[src/rtl/spi_seq_pkg.sv]
// Shared definitions for the SPI transfer sequencer.
//   - APB register map of the SPI block (CR1/CR2/BR/SR/DR)
//   - SPIF bit position inside SR
//   - sequencer FSM state encoding
package spi_seq_pkg;

  localparam logic [2:0] ADDR_CR1 = 3'd0;
  localparam logic [2:0] ADDR_CR2 = 3'd1;
  localparam logic [2:0] ADDR_BR  = 3'd2;
  localparam logic [2:0] ADDR_SR  = 3'd3;
  localparam logic [2:0] ADDR_DR  = 3'd5;

  localparam int SPIF_BIT = 7;

  typedef enum logic [3:0] {
    IDLE, W_CR1, W_CR2, W_BR, WAIT_TX, W_DR, POLL, R_DR, DONE, ERR
  } seq_state_e;

endpackage

[src/rtl/spi_apb_master_if.sv]
// Two-phase APB master engine.
//   req/addr/write/wdata : one-cycle request, accepted only while psel is low
//   ack                  : completion strobe, high in the cycle pready_i=1
//   rdata/err            : read data / slave error, valid with ack
//   psel_o..pwdata_o     : registered APB master outputs
//   prdata_i/pready_i/pslverr_i : APB slave response
// ack is combinational so the requester can launch the next access on the
// completion edge; psel then stays low for exactly one cycle between accesses.
module spi_apb_master_if (
  input  logic       pclk,
  input  logic       preset_n,
  input  logic       req,
  input  logic [2:0] addr,
  input  logic       write,
  input  logic [7:0] wdata,
  output logic       ack,
  output logic [7:0] rdata,
  output logic       err,
  output logic       psel_o,
  output logic       penable_o,
  output logic [2:0] paddr_o,
  output logic       pwrite_o,
  output logic [7:0] pwdata_o,
  input  logic [7:0] prdata_i,
  input  logic       pready_i,
  input  logic       pslverr_i
);

  always_ff @(posedge pclk or negedge preset_n) begin
    if (!preset_n) begin
      psel_o    <= 1'b0;
      penable_o <= 1'b0;
      paddr_o   <= '0;
      pwrite_o  <= 1'b0;
      pwdata_o  <= '0;
    end else if (!psel_o) begin
      // idle: launch SETUP phase
      if (req) begin
        psel_o   <= 1'b1;
        paddr_o  <= addr;
        pwrite_o <= write;
        pwdata_o <= wdata;
      end
    end else if (!penable_o) begin
      penable_o <= 1'b1;
    end else if (pready_i) begin
      psel_o    <= 1'b0;
      penable_o <= 1'b0;
    end
  end

  assign ack   = psel_o & penable_o & pready_i;
  assign rdata = prdata_i;
  assign err   = ack & pslverr_i;

endmodule

[src/rtl/spi_xfer_sequencer.sv]
// SPI transfer sequencer: APB master that programs CR1/CR2/BR once per start,
// then for each of len bytes writes DR, polls SR until SPIF, and reads DR.
//   start_i/len_i/cr1_i/cr2_i/br_i : command, sampled in IDLE on start_i
//   tx_data_i/tx_valid_i/tx_ready_o : tx byte stream (ready only in WAIT_TX)
//   rx_data_o/rx_valid_o            : rx byte stream, no backpressure
//   busy_o/done_o/err_o             : status; done/err are one-cycle pulses
//   p*_o / p*_i                     : APB master port to the SPI block
// Optional macro SPI_SEQ_TIMEOUT_EN: bounds SR polling to POLL_MAX reads
// returning SPIF=0, then aborts with err_o.
module spi_xfer_sequencer
  import spi_seq_pkg::*;
#(
  parameter int LEN_W = 8
`ifdef SPI_SEQ_TIMEOUT_EN
  , parameter int POLL_MAX = 1023
`endif
) (
  input  logic             pclk,
  input  logic             preset_n,
  input  logic             start_i,
  input  logic [LEN_W-1:0] len_i,
  input  logic [7:0]       cr1_i,
  input  logic [7:0]       cr2_i,
  input  logic [7:0]       br_i,
  input  logic [7:0]       tx_data_i,
  input  logic             tx_valid_i,
  output logic             tx_ready_o,
  output logic [7:0]       rx_data_o,
  output logic             rx_valid_o,
  output logic             busy_o,
  output logic             done_o,
  output logic             err_o,
  output logic [2:0]       paddr_o,
  output logic             pwrite_o,
  output logic             psel_o,
  output logic             penable_o,
  output logic [7:0]       pwdata_o,
  input  logic [7:0]       prdata_i,
  input  logic             pready_i,
  input  logic             pslverr_i
);

  seq_state_e       state;
  logic [LEN_W-1:0] len_q, byte_cnt, cnt_nxt;
  logic [7:0]       cr2_q, br_q;

  // request to the APB engine: one-cycle pulse, fields held until reissue
  logic             req, req_write;
  logic [2:0]       req_addr;
  logic [7:0]       req_wdata;
  logic             apb_ack, apb_err;
  logic [7:0]       apb_rdata;

  assign cnt_nxt = byte_cnt + LEN_W'(1);

`ifdef SPI_SEQ_TIMEOUT_EN
  localparam int PCW = $clog2(POLL_MAX + 1);
  logic [PCW-1:0] poll_cnt, poll_nxt;
  assign poll_nxt = poll_cnt + PCW'(1);
`endif

  spi_apb_master_if u_apb (
    .pclk      (pclk),
    .preset_n  (preset_n),
    .req       (req),
    .addr      (req_addr),
    .write     (req_write),
    .wdata     (req_wdata),
    .ack       (apb_ack),
    .rdata     (apb_rdata),
    .err       (apb_err),
    .psel_o    (psel_o),
    .penable_o (penable_o),
    .paddr_o   (paddr_o),
    .pwrite_o  (pwrite_o),
    .pwdata_o  (pwdata_o),
    .prdata_i  (prdata_i),
    .pready_i  (pready_i),
    .pslverr_i (pslverr_i)
  );

  always_ff @(posedge pclk or negedge preset_n) begin
    if (!preset_n) begin
      state      <= IDLE;
      len_q      <= '0;
      cr2_q      <= '0;
      br_q       <= '0;
      byte_cnt   <= '0;
      req        <= 1'b0;
      req_addr   <= '0;
      req_write  <= 1'b0;
      req_wdata  <= '0;
      tx_ready_o <= 1'b0;
      rx_data_o  <= '0;
      rx_valid_o <= 1'b0;
      busy_o     <= 1'b0;
      done_o     <= 1'b0;
      err_o      <= 1'b0;
`ifdef SPI_SEQ_TIMEOUT_EN
      poll_cnt   <= '0;
`endif
    end else begin
      req        <= 1'b0;
      rx_valid_o <= 1'b0;
      done_o     <= 1'b0;
      err_o      <= 1'b0;
      // a slave error on any access aborts; the access is already complete
      if (apb_err) begin
        state <= ERR;
        err_o <= 1'b1;
      end else begin
        case (state)
          IDLE: if (start_i) begin
            len_q     <= len_i;
            cr2_q     <= cr2_i;
            br_q      <= br_i;
            byte_cnt  <= '0;
            busy_o    <= 1'b1;
            state     <= W_CR1;
            req       <= 1'b1;
            req_addr  <= ADDR_CR1;
            req_write <= 1'b1;
            req_wdata <= cr1_i;
          end
          W_CR1: if (apb_ack) begin
            state     <= W_CR2;
            req       <= 1'b1;
            req_addr  <= ADDR_CR2;
            req_wdata <= cr2_q;
          end
          W_CR2: if (apb_ack) begin
            state     <= W_BR;
            req       <= 1'b1;
            req_addr  <= ADDR_BR;
            req_wdata <= br_q;
          end
          W_BR: if (apb_ack) begin
            if (len_q == '0) begin
              state  <= DONE;
              done_o <= 1'b1;
            end else begin
              state      <= WAIT_TX;
              tx_ready_o <= 1'b1;
            end
          end
          WAIT_TX: if (tx_valid_i) begin
            tx_ready_o <= 1'b0;
            state      <= W_DR;
            req        <= 1'b1;
            req_addr   <= ADDR_DR;
            req_write  <= 1'b1;
            req_wdata  <= tx_data_i;
          end
          W_DR: if (apb_ack) begin
            state     <= POLL;
            req       <= 1'b1;
            req_addr  <= ADDR_SR;
            req_write <= 1'b0;
`ifdef SPI_SEQ_TIMEOUT_EN
            poll_cnt  <= '0;
`endif
          end
          POLL: if (apb_ack) begin
            if (apb_rdata[SPIF_BIT]) begin
              state    <= R_DR;
              req      <= 1'b1;
              req_addr <= ADDR_DR;
            end else begin
`ifdef SPI_SEQ_TIMEOUT_EN
              poll_cnt <= poll_nxt;
              if (poll_nxt == PCW'(POLL_MAX)) begin
                state <= ERR;
                err_o <= 1'b1;
              end else begin
                req <= 1'b1;
              end
`else
              req <= 1'b1;  // address fields still hold SR
`endif
            end
          end
          R_DR: if (apb_ack) begin
            rx_data_o  <= apb_rdata;
            rx_valid_o <= 1'b1;
            byte_cnt   <= cnt_nxt;
            if (cnt_nxt == len_q) begin
              state  <= DONE;
              done_o <= 1'b1;
            end else begin
              state      <= WAIT_TX;
              tx_ready_o <= 1'b1;
            end
          end
          DONE, ERR: begin
            state  <= IDLE;
            busy_o <= 1'b0;
          end
          default: state <= IDLE;
        endcase
      end
    end
  end

endmodule
[config.mk]
export PLATFORM = sky130hd
export DESIGN_NAME = spi_xfer_sequencer
export DESIGN_NICKNAME = d
export VERILOG_FILES = /design/src/rtl/spi_seq_pkg.sv /design/src/rtl/spi_apb_master_if.sv /design/src/rtl/spi_xfer_sequencer.sv
export SDC_FILE = /design/constraint.sdc
export NUM_CORES = 1
export LEC_CHECK = 0
export CELL_PAD_IN_SITES_DETAIL_PLACEMENT = 2
export CELL_PAD_IN_SITES_GLOBAL_PLACEMENT = 2
export CORE_UTILIZATION = 32
export DETAILED_ROUTE_END_ITERATION = 8
export GPL_TIMING_DRIVEN = 0
export PLACE_DENSITY_LB_ADDON = 0.15
export SKIP_CTS_REPAIR_TIMING = 1
export SLEW_MARGIN = 30
export SYNTH_ARGS = -nofsm -noshare
export SYNTH_HDL_FRONTEND = slang
export SYNTH_SLANG_ARGS = --single-unit
export TNS_END_PERCENT = 30
[constraint.sdc]
create_clock -name pclk -period 2.6 [get_ports pclk]
set_input_delay 0.52 -clock pclk [delete_from_list [all_inputs] [get_ports pclk]]
set_output_delay 0.52 -clock pclk [all_outputs]
set_load 0.005 [all_outputs]
Word level (Yosys, flattened, before mapping)
Index checks and enable logic that the tools add are counted.
{ "word_totals": {"register_bits": 76, "out_inout_bits": 27, "word_cells": 134} }
{ "classes": {"n_addsub": 1, "eq_ne": 30, "n_mux": 58, "bitwise_logic": 5, "n_reduce_logical": 20} }
{ "op_table": {"columns": ["cell", "count"], "rows": [
  ["2-to-1 mux 4 bit", 12],
  ["2-to-1 mux 8 bit", 6],
  ["one-hot mux 4 bit (8 select lines)", 1],
  ["one-hot mux 8 bit (4 select lines)", 1],
  ["2-to-1 mux 1 bit", 24],
  ["2-to-1 mux 3 bit", 7],
  ["inequality test 3 x 2 -> 1 bit, second input constant", 6],
  ["one-hot mux 3 bit (6 select lines)", 1],
  ["AND reduction 9 bit", 2],
  ["== test 4 x 3 -> 1 bit, second input constant", 4],
  ["one-hot mux 8 bit (2 select lines)", 1],
  ["inequality test 2 x 1 -> 1 bit, second input constant", 6],
  ["inequality test 2 bit, second input constant", 5],
  ["inequality test 3 bit, second input constant", 3],
  ["one-hot mux 1 bit (3 select lines)", 3],
  ["AND reduction 3 bit", 3],
  ["adder 8 x 1 -> 8 bit, second input constant", 1],
  ["== test 4 x 2 -> 1 bit, second input constant", 2],
  ["== test 4 bit, second input constant", 2],
  ["== test 8 bit", 1],
  ["logical NOT 8 bit", 1],
  ["AND reduction 7 bit", 1],
  ["AND reduction 6 bit", 1],
  ["nonzero test 3 bit", 2],
  ["13 further kinds", 18]
]} }

Longest topological paths before layout
Gate-level depths: netlist (run 1).
{ "depth": {"depth_word": 6, "mapped_depth": 9, "ltp_nobuf": 7} }

Modules after synthesis
A second synthesis (run 1) with hierarchy kept.
{ "unflattened": {"cells_unflattened": 355, "hier_area_um2": 3813.7} }
{ "modules_own_cells": {"columns": ["mod", "n_inst", "cells_per_inst", "area_each_um2"], "rows": [
  ["spi_xfer_sequencer", 1, 313, 3168.0],
  ["spi_apb_master_if", 1, 42, 645.6]
]} }

Worst setup path after synthesis (run 1)
OpenSTA, ideal clock, no wires.
{ "synth_timing": {"path_kind": "input-to-reg", "from": "input pready_i", "to": "register req_wdata[2]", "arrival_ps": 1877, "slack_ps": 598, "stages": 9, "path_buffers": 2, "cell_sequence": "and3_1 buf_2 nand2_2 inv_2 nor2_2 o31a_1 o21a_1 buf_2 mux2_2"} }
{ "synth_between": {"elab_chain_len": 4} }
{ "synth_lines": {"columns": ["element", "line", "rtl"], "rows": [
  ["from (decl)", "spi_xfer_sequencer.sv:39", "input logic pready_i,"],
  ["bitwise AND 1 bit", "spi_apb_master_if.sv:52", "assign ack = psel_o & penable_o & pready_i;"],
  ["bitwise AND 1 bit", "spi_apb_master_if.sv:54", "assign err = ack & pslverr_i;"],
  ["named net apb_err", "spi_xfer_sequencer.sv:51", "logic apb_ack, apb_err;"],
  ["NOT 1 bit (no source line)", null, null],
  ["AND reduction 6 bit (no source line)", null, null],
  ["to (signal assigned)", "spi_xfer_sequencer.sv:123", "req_wdata <= cr1_i;"],
  ["to (signal assigned)", "spi_xfer_sequencer.sv:129", "req_wdata <= cr2_q;"],
  ["to (signal assigned)", "spi_xfer_sequencer.sv:135", "req_wdata <= br_q;"],
  ["to (decl)", "spi_xfer_sequencer.sv:50", "logic [7:0] req_wdata;"]
]} }
The timed path passes the listed nets, and every way through them passes these cells.
A chain may end at the register's enable or synchronous reset.

Final worst setup path (run 1)
{ "layout_timing": {"from": "input pready_i", "to": "register req_wdata[5]"} }
Same word-level chain as after synthesis.

==> results by group, run 1 <==
STA
  – Final Setup Violations: 0
  – Total negative slack: 0 ns
  – RSZ-0062 raised after global routing: false
  – Final period utilization: 92.3%
  – Clk_skew: 0.00670 ns
  – Max Slew Vio Count: 0
  – Setup ws final: 0.199 ns
  – Hold Violations, Final: 0
  – Worst-Margin Slew: 0.913 ns
  – Max Freq: 0.417 GHz
  – Slew headroom: 38.6%
  – Crit path time final: 2.40 ns

Floorplanning
  – Core outline area: 0.0110 sq mm
  – Number of I/O pins: 81
  – Die area: 0.0119 sq mm
  – Initial Util: 33.3%
  – Die Span Y: 109 um
  – Die width: 109 um
  – Row cnt: 38

Clocking
  – Worst skew pair latency: 0.34 ns
  – CTS H-Tree Depth: 3
  – Max Buffers Root-to-Sink: 2
  – CTS tree: built
  – Clk pin slew, worst setup/hold paths: 0.06 ns
  – Root Buffer: clkbuf_16
  – # clock sinks: 76
  – CTS Buf Count: 9

Cells and area
  – Fin nets: 489
  – Area Growth Syn to Fin: 36.6%
  – Post-route insts no fill: 579
  – Post-route cell area: 0.00502 sq mm
  – Layout cells sized above 1: 18.2%
  – Core Util, Final: 45.6%
  – # diodes: 0

Global routing
  – Tot GR Track Use: 19.7%
  – Largest net degree at the start of global routing: 44
  – Number of global-route vias before repair: 3367
  – Initial antenna violation count: 0
  – First-pass GRT wire length: 17.7 mm
  – GRT overflow: 0

Route
  – Antenna viol nets, final: 0
  – Vias/cell: 5.27
  – Post-route DRC violation count: 0
  – Drt wl/cell: 18.7 um
  – Initial DRC Count: 99
  – DRT Wirelength: 10.9 mm
  – Detailed Routing Iterations Pass 1: 5
  – Via count: 3049

Worst setup path
  – Reg2reg end: done_o
  – CP endpoint kind: flop
  – Critical Path RT: 2.82 ns
  – Worst reg-to-reg path cell count: 7
  – CP Max Fanout: 8
  – Critical R2R Launch: byte_cnt[0]
  – Critical path arrival: 2.62 ns
  – Crit path launch type: input port
  – Reg2Reg Setup Slack: 0.27 ns
  – Critical setup path kind: input port to flop

Synth
  – Synth cell types: 52
  – Yosys reg bits: 76
  – Post-synthesis cell count: 341
  – Most used DFF post-synth: dfrtp_1
  – Post-synthesis sequential area ratio: 51.7%
  – Asr flop ratio synth: 100%
  – Post-Synthesis Cell Area: 0.00368 sq mm
  – Number of flops mapped to enable cells by yosys: 0
  – Ys Warns: 0
  – Syn Nets: 396
  – Syn_area_per_cell: 10.8 sq um

Placed design
  – IO Port Bufs: 80
  – GPL Wtd Cong: 0.831
  – DP Cell Count: 562
  – Placement Cell Area: 0.00469 sq mm
  – Post-place setup slack: -0.157 ns
  – Hpwl dp: 7.87 mm

Job
  – Max-cap viol count: 0

Worst hold path
  – Hold crit path type: input port to async pin

Power and ir drop
  – Leak pwr: 0.00217 uW
  – Maximum vdd drop: 0.465 mV
  – PD cells: 1140 mW/mm^2

Outcome
  – Status: complete, no violations
==> Yosys cell counts, types with 5 or more instances <==
master	instances	area, sq um
clkbuf_1	6	22.5
xnor2_1	6	52.6
inv_1	14	52.6
a21oi_1	5	25.0
mux2_1	6	67.6
nand3_1	7	35.0
nor3_1	7	35.0
dfrtp_1	76	1900
a222oi_1	8	80.1
mux2_2	43	484
nand2_1	34	128
nand2b_1	7	43.8
nor2_1	27	101
buf_2	7	35.0
and3_1	5	31.3
o21ai_0	27	135
==> kinds of logic after synthesis <==
family	count (synthesis)	share of synthesized area, %
adder cells (fa/ha/maj)	1	0.340
AO/OA/AOI/OAI	72	13.5
XOR/XNOR	9	2.14
AND/OR/NAND/NOR	99	12.7
flip-flops	76	51.7
multiplexers	50	15.3
buffers and inverters	34	4.32
==> through the flow <==
stage,power (uW),hold slack (ns)
2_1_floorplan,3380,0.224
3_3_place_gp,4240,0.459
3_5_place_dp,4370,0.441
4_1_cts,5790,0.0821
5_1_grt,6130,0.0927
6_report,5720,0.0769
==> critical path, cell delays in order <==
cell,delay [ns]
clkdlybuf4s50_1,0.42
and3_1,0.18
buf_2,0.17
nand2_2,0.16
inv_2,0.07
nor2_2,0.16
o31a_1,0.21
o21a_1,0.14
buf_2,0.23
mux2_2,0.36
==> how the worst max path moves through the flow <==
stage,cells past startpoint,to,from,slack (ns)
6_report,10,req_wdata[5],pready_i,0.20
5_1_grt,10,req_wdata[3],pready_i,0.09
4_1_cts,10,req_wdata[7],pready_i,0.17
3_5_place_dp,10,req_wdata[5],pready_i,-0.16
3_3_place_gp,1,u_apb.pwdata_o[2],preset_n,-1.87
2_1_floorplan,9,req_wdata[2],pready_i,0.60
==> metal layers <==
metal / vias up / global-route usage [%] / routed length (um)
met5: - / 0 / 0
met4: 0 / 6.48 / 154
met3: 11 / 6.10 / 642
met2: 69 / 31.9 / 5160
met1: 1562 / 25.1 / 4900
li1: 1407 / - / -
==> report_power, final <==
group / total, uW / leakage [uW] / switching, uW / internal, uW
Sequential: 2020 / 0.000943 / 323 / 1700
Combinational: 2350 / 0.00107 / 1100 / 1250
Clock: 1350 / 0.000153 / 488 / 866
Total: 5720 / 0.00217 / 1910 / 3810
==> layout make-up <==
class / count / area [sq um]
inverters: 15 / 56.3
multi-input cells: 231 / 1630
fillers: 1156 / 6010
clock inverters: 4 / 72.6
repair buffers: 82 / 837
clock buffers: 12 / 246
well taps: 140 / 175
flip-flops and latches: 76 / 1900
plain buffers: 19 / 103
==> registers in the layout, indices dropped and copies added, names as in the netlist, 3 cells and up <==
| signal | cells |
|---|---|
| br_q | 8 |
| byte_cnt | 8 |
| cr2_q | 8 |
| len_q | 8 |
| req_wdata | 8 |
| rx_data_o | 8 |
| u_apb.pwdata_o | 8 |
| state | 4 |
| req_addr | 3 |
| u_apb.paddr_o | 3 |
==> layout by cell type (no fill, tap or decap), types with 4 or more instances in the layout <==
cell              n
mux2_2           43
buf_4             5
clkbuf_16         9
nor2_1           27
dfrtp_1          76
clkdlybuf4s50_1  79
nand3_1           7
o31ai_1           4
o21a_1            4
a21oi_1           5
buf_2             7
clkbuf_1          8
xnor2_1           6
inv_1            14
nand2_1          34
nand2b_1          7
and3_1            5
o21ai_0          27
nor3_1            5
a31oi_1           4
mux2_1            6
a222oi_1          8
No activity file was read; power rests on OpenSTA's default activity.
==> run 2: changes to the inputs <==
--- a/config.mk
+++ b/config.mk
@@ -7,6 +7,7 @@
 export LEC_CHECK = 0
 export CELL_PAD_IN_SITES_DETAIL_PLACEMENT = 2
 export CELL_PAD_IN_SITES_GLOBAL_PLACEMENT = 2
+export CORE_MARGIN = 3
 export CORE_UTILIZATION = 32
 export DETAILED_ROUTE_END_ITERATION = 8
 export GPL_TIMING_DRIVEN = 0
==> run 2 against run 1 <==
Compared with the run above:
- die area grew 7.5%
- critical endpoint is now req_wdata[2]
- largest cell class unchanged
- clock skew grew 0.00080 ns
- setup slack lost 0.034 ns
- wire length grew 4.3%
- non-clock buffer count is the same
- first-iteration DRC count rose by 74%
==> results by group, run 2 (synthesis results as in run 1) <==
STA
  – Hold Violations, Final: 0 (unchanged)
  – Slew headroom: 31.6% (was 38.6%)
  – Clk_skew: 0.00750 ns (was 0.00670 ns)
  – Final Setup Violations: 0 (unchanged)
  – Final period utilization: 93.7% (was 92.3%)
  – Crit path time final: 2.44 ns (was 2.40 ns)
  – Total negative slack: 0 ns (unchanged)
  – Hold_ws: 0.0702 ns (was 0.0769 ns)
  – Max Freq: 0.411 GHz (was 0.417 GHz)
  – Worst-Margin Slew: 1.02 ns (was 0.913 ns)
  – Max Slew Vio Count: 0 (unchanged)
  – RSZ-0062 raised after global routing: false (unchanged)

Worst setup path
  – Reg2reg end: done_o (unchanged)
  – Critical setup path kind: input port to flop (unchanged)
  – Critical R2R Launch: byte_cnt[0] (unchanged)
  – CP Max Fanout: 8 (unchanged)
  – CP endpoint kind: flop (unchanged)
  – Crit path launch type: input port (unchanged)
  – Worst reg-to-reg path cell count: 7 (unchanged)
  – Critical path arrival: 2.65 ns (was 2.62 ns)
  – Reg2Reg Setup Slack: 0.21 ns (was 0.27 ns)
  – Critical Path RT: 2.81 ns (was 2.82 ns)

Cells and area
  – Most frequent cells in the layout: 79 x clkdlybuf4s50_1, 76 x dfrtp_1, 43 x mux2_2, 34 x nand2_1 (unchanged)
  – Multi-input logic area: 0.00163 sq mm (unchanged)
  – Core Util, Final: 45.3% (was 45.6%)
  – Most common cell after layout, fill and taps aside: clkdlybuf4s50_1 (unchanged)
  – # diodes: 0 (unchanged)
  – Post-route insts no fill: 579 (unchanged)
  – Area Growth Syn to Fin: 36.0% (was 36.6%)
  – Layout cells sized above 1: 18.5% (was 18.2%)
  – Register Area: 0.00190 sq mm (unchanged)
  – Fin nets: 489 (unchanged)
  – Filler cells: 1174 (was 1156)

Global routing
  – Largest net degree at the start of global routing: 46 (was 44)
  – Number of global-route vias before repair: 3445 (was 3367)
  – GRT overflow: 0 (unchanged)
  – Initial antenna violation count: 0 (unchanged)
  – First-pass GRT wire length: 18.3 mm (was 17.7 mm)
  – Tot GR Track Use: 18.2% (was 19.7%)

Clocking
  – # clock sinks: 76 (unchanged)
  – CTS H-Tree Depth: 3 (unchanged)
  – CTS tree: built (unchanged)
  – Clk pin slew, worst setup/hold paths: 0.06 ns (about the same)
  – Max Buffers Root-to-Sink: 2 (unchanged)
  – Worst skew pair latency: 0.33 ns (was 0.34 ns)
  – Root Buffer: clkbuf_16 (unchanged)
  – CTS Buf Count: 9 (unchanged)

Route
  – DRT Wirelength: 11.3 mm (was 10.9 mm)
  – Post-route DRC violation count: 0 (unchanged)
  – Via count: 3087 (was 3049)
  – Antenna viol nets, final: 0 (unchanged)
  – Detailed Routing Iterations Pass 1: 7 (was 5)
  – Initial DRC Count: 172 (was 99)
  – Drt wl/cell: 19.6 um (was 18.7 um)
  – Vias/cell: 5.33 (was 5.27)

Floorplanning
  – Die area: 0.0128 sq mm (was 0.0119 sq mm)
  – Number of I/O pins: 81 (unchanged)
  – Die width: 113 um (was 109 um)
  – Initial Util: 33.3% (unchanged)
  – Die Span Y: 113 um (was 109 um)
  – Core outline area: 0.0110 sq mm (unchanged)
  – Row cnt: 38 (unchanged)

Power and ir drop
  – Design Power: 5660 uW (was 5720 uW)
  – Leak pwr: 0.00215 uW (was 0.00217 uW)
  – Maximum vdd drop: 0.399 mV (was 0.465 mV)
  – PD cells: 1130 mW/mm^2 (was 1140 mW/mm^2)

Worst hold path
  – Hold crit path type: input port to async pin (unchanged)

Outcome
  – Status: complete, no violations (unchanged)

Placed design
  – Hpwl dp: 8.16 mm (was 7.87 mm)
  – GPL Wtd Cong: 0.838 (was 0.831)
  – IO Port Bufs: 80 (unchanged)
  – DP Cell Count: 562 (unchanged)

Job
  – Max-cap viol count: 0 (unchanged)
run 2: changes by cell type in the layout (fill, tap and decap cells not counted), sizes merged:
cell and change:
buf -1, bufinv -1, clkbuf -1, clkinvlp +1, clkinv +1, inv +1
run 2: per-layer routing:
layer | global-route usage, % | vias up | share of wire (%)
met5 | 0 | - | 0
met2 | 30.0 | 65 | 49
met4 | 5.45 | 0 | 1.3
met1 | 23.5 | 1597 | 44
met3 | 4.81 | 12 | 5.9
li1 | - | 1413 | -
run 2: power breakdown:
part	internal (uW)	total, uW	leakage [uW]	switching, uW
combinational	1260	2380	0.00107	1120
clock	744	1260	0.000139	515
sequential	1700	2030	0.000943	331
run 2: critical path, stage by stage:
cell             delay, ns
clkdlybuf4s50_1       0.43
and3_1                0.19
buf_2                 0.17
nand2_2               0.14
inv_2                 0.07
nor2_2                0.14
o31a_1                0.27
o21a_1                0.16
clkbuf_4              0.20
mux2_2                0.35
run 2: worst max-delay path by stage:
stage             start      endpoint  slack, ns  cells past startpoint
2_1_floorplan  pready_i  req_wdata[2]       0.60                      9
3_3_place_gp   preset_n  req_wdata[0]      -1.89                      1
3_5_place_dp   pready_i  req_wdata[2]      -0.19                     10
4_1_cts        pready_i  req_wdata[3]       0.11                     10
5_1_grt        pready_i  req_wdata[3]       0.03                     10
6_report       pready_i  req_wdata[2]       0.16                     10
run 2: layout make-up:
cell class                 count  share of cell area [%]
tap                          140                    3.50
clock inverter                 6                    1.28
buffer                        19                    2.10
clock buffer                  10                    4.58
multi-input combinational    231                    32.6
timing repair buffer          82                    16.7
sequential                    76                    38.0
inverter                      15                    1.13
run 2: through the flow:
| stage | area, sq um | setup slack (ns) |
|---|---|---|
| after detailed placement | 4690 | -0.185 |
| after global routing | 5000 | 0.0333 |
| after floorplan | 3680 | 0.598 |
| after CTS | 4990 | 0.112 |
| after global placement | 4650 | -1.89 |
| final | 5000 | 0.165 |
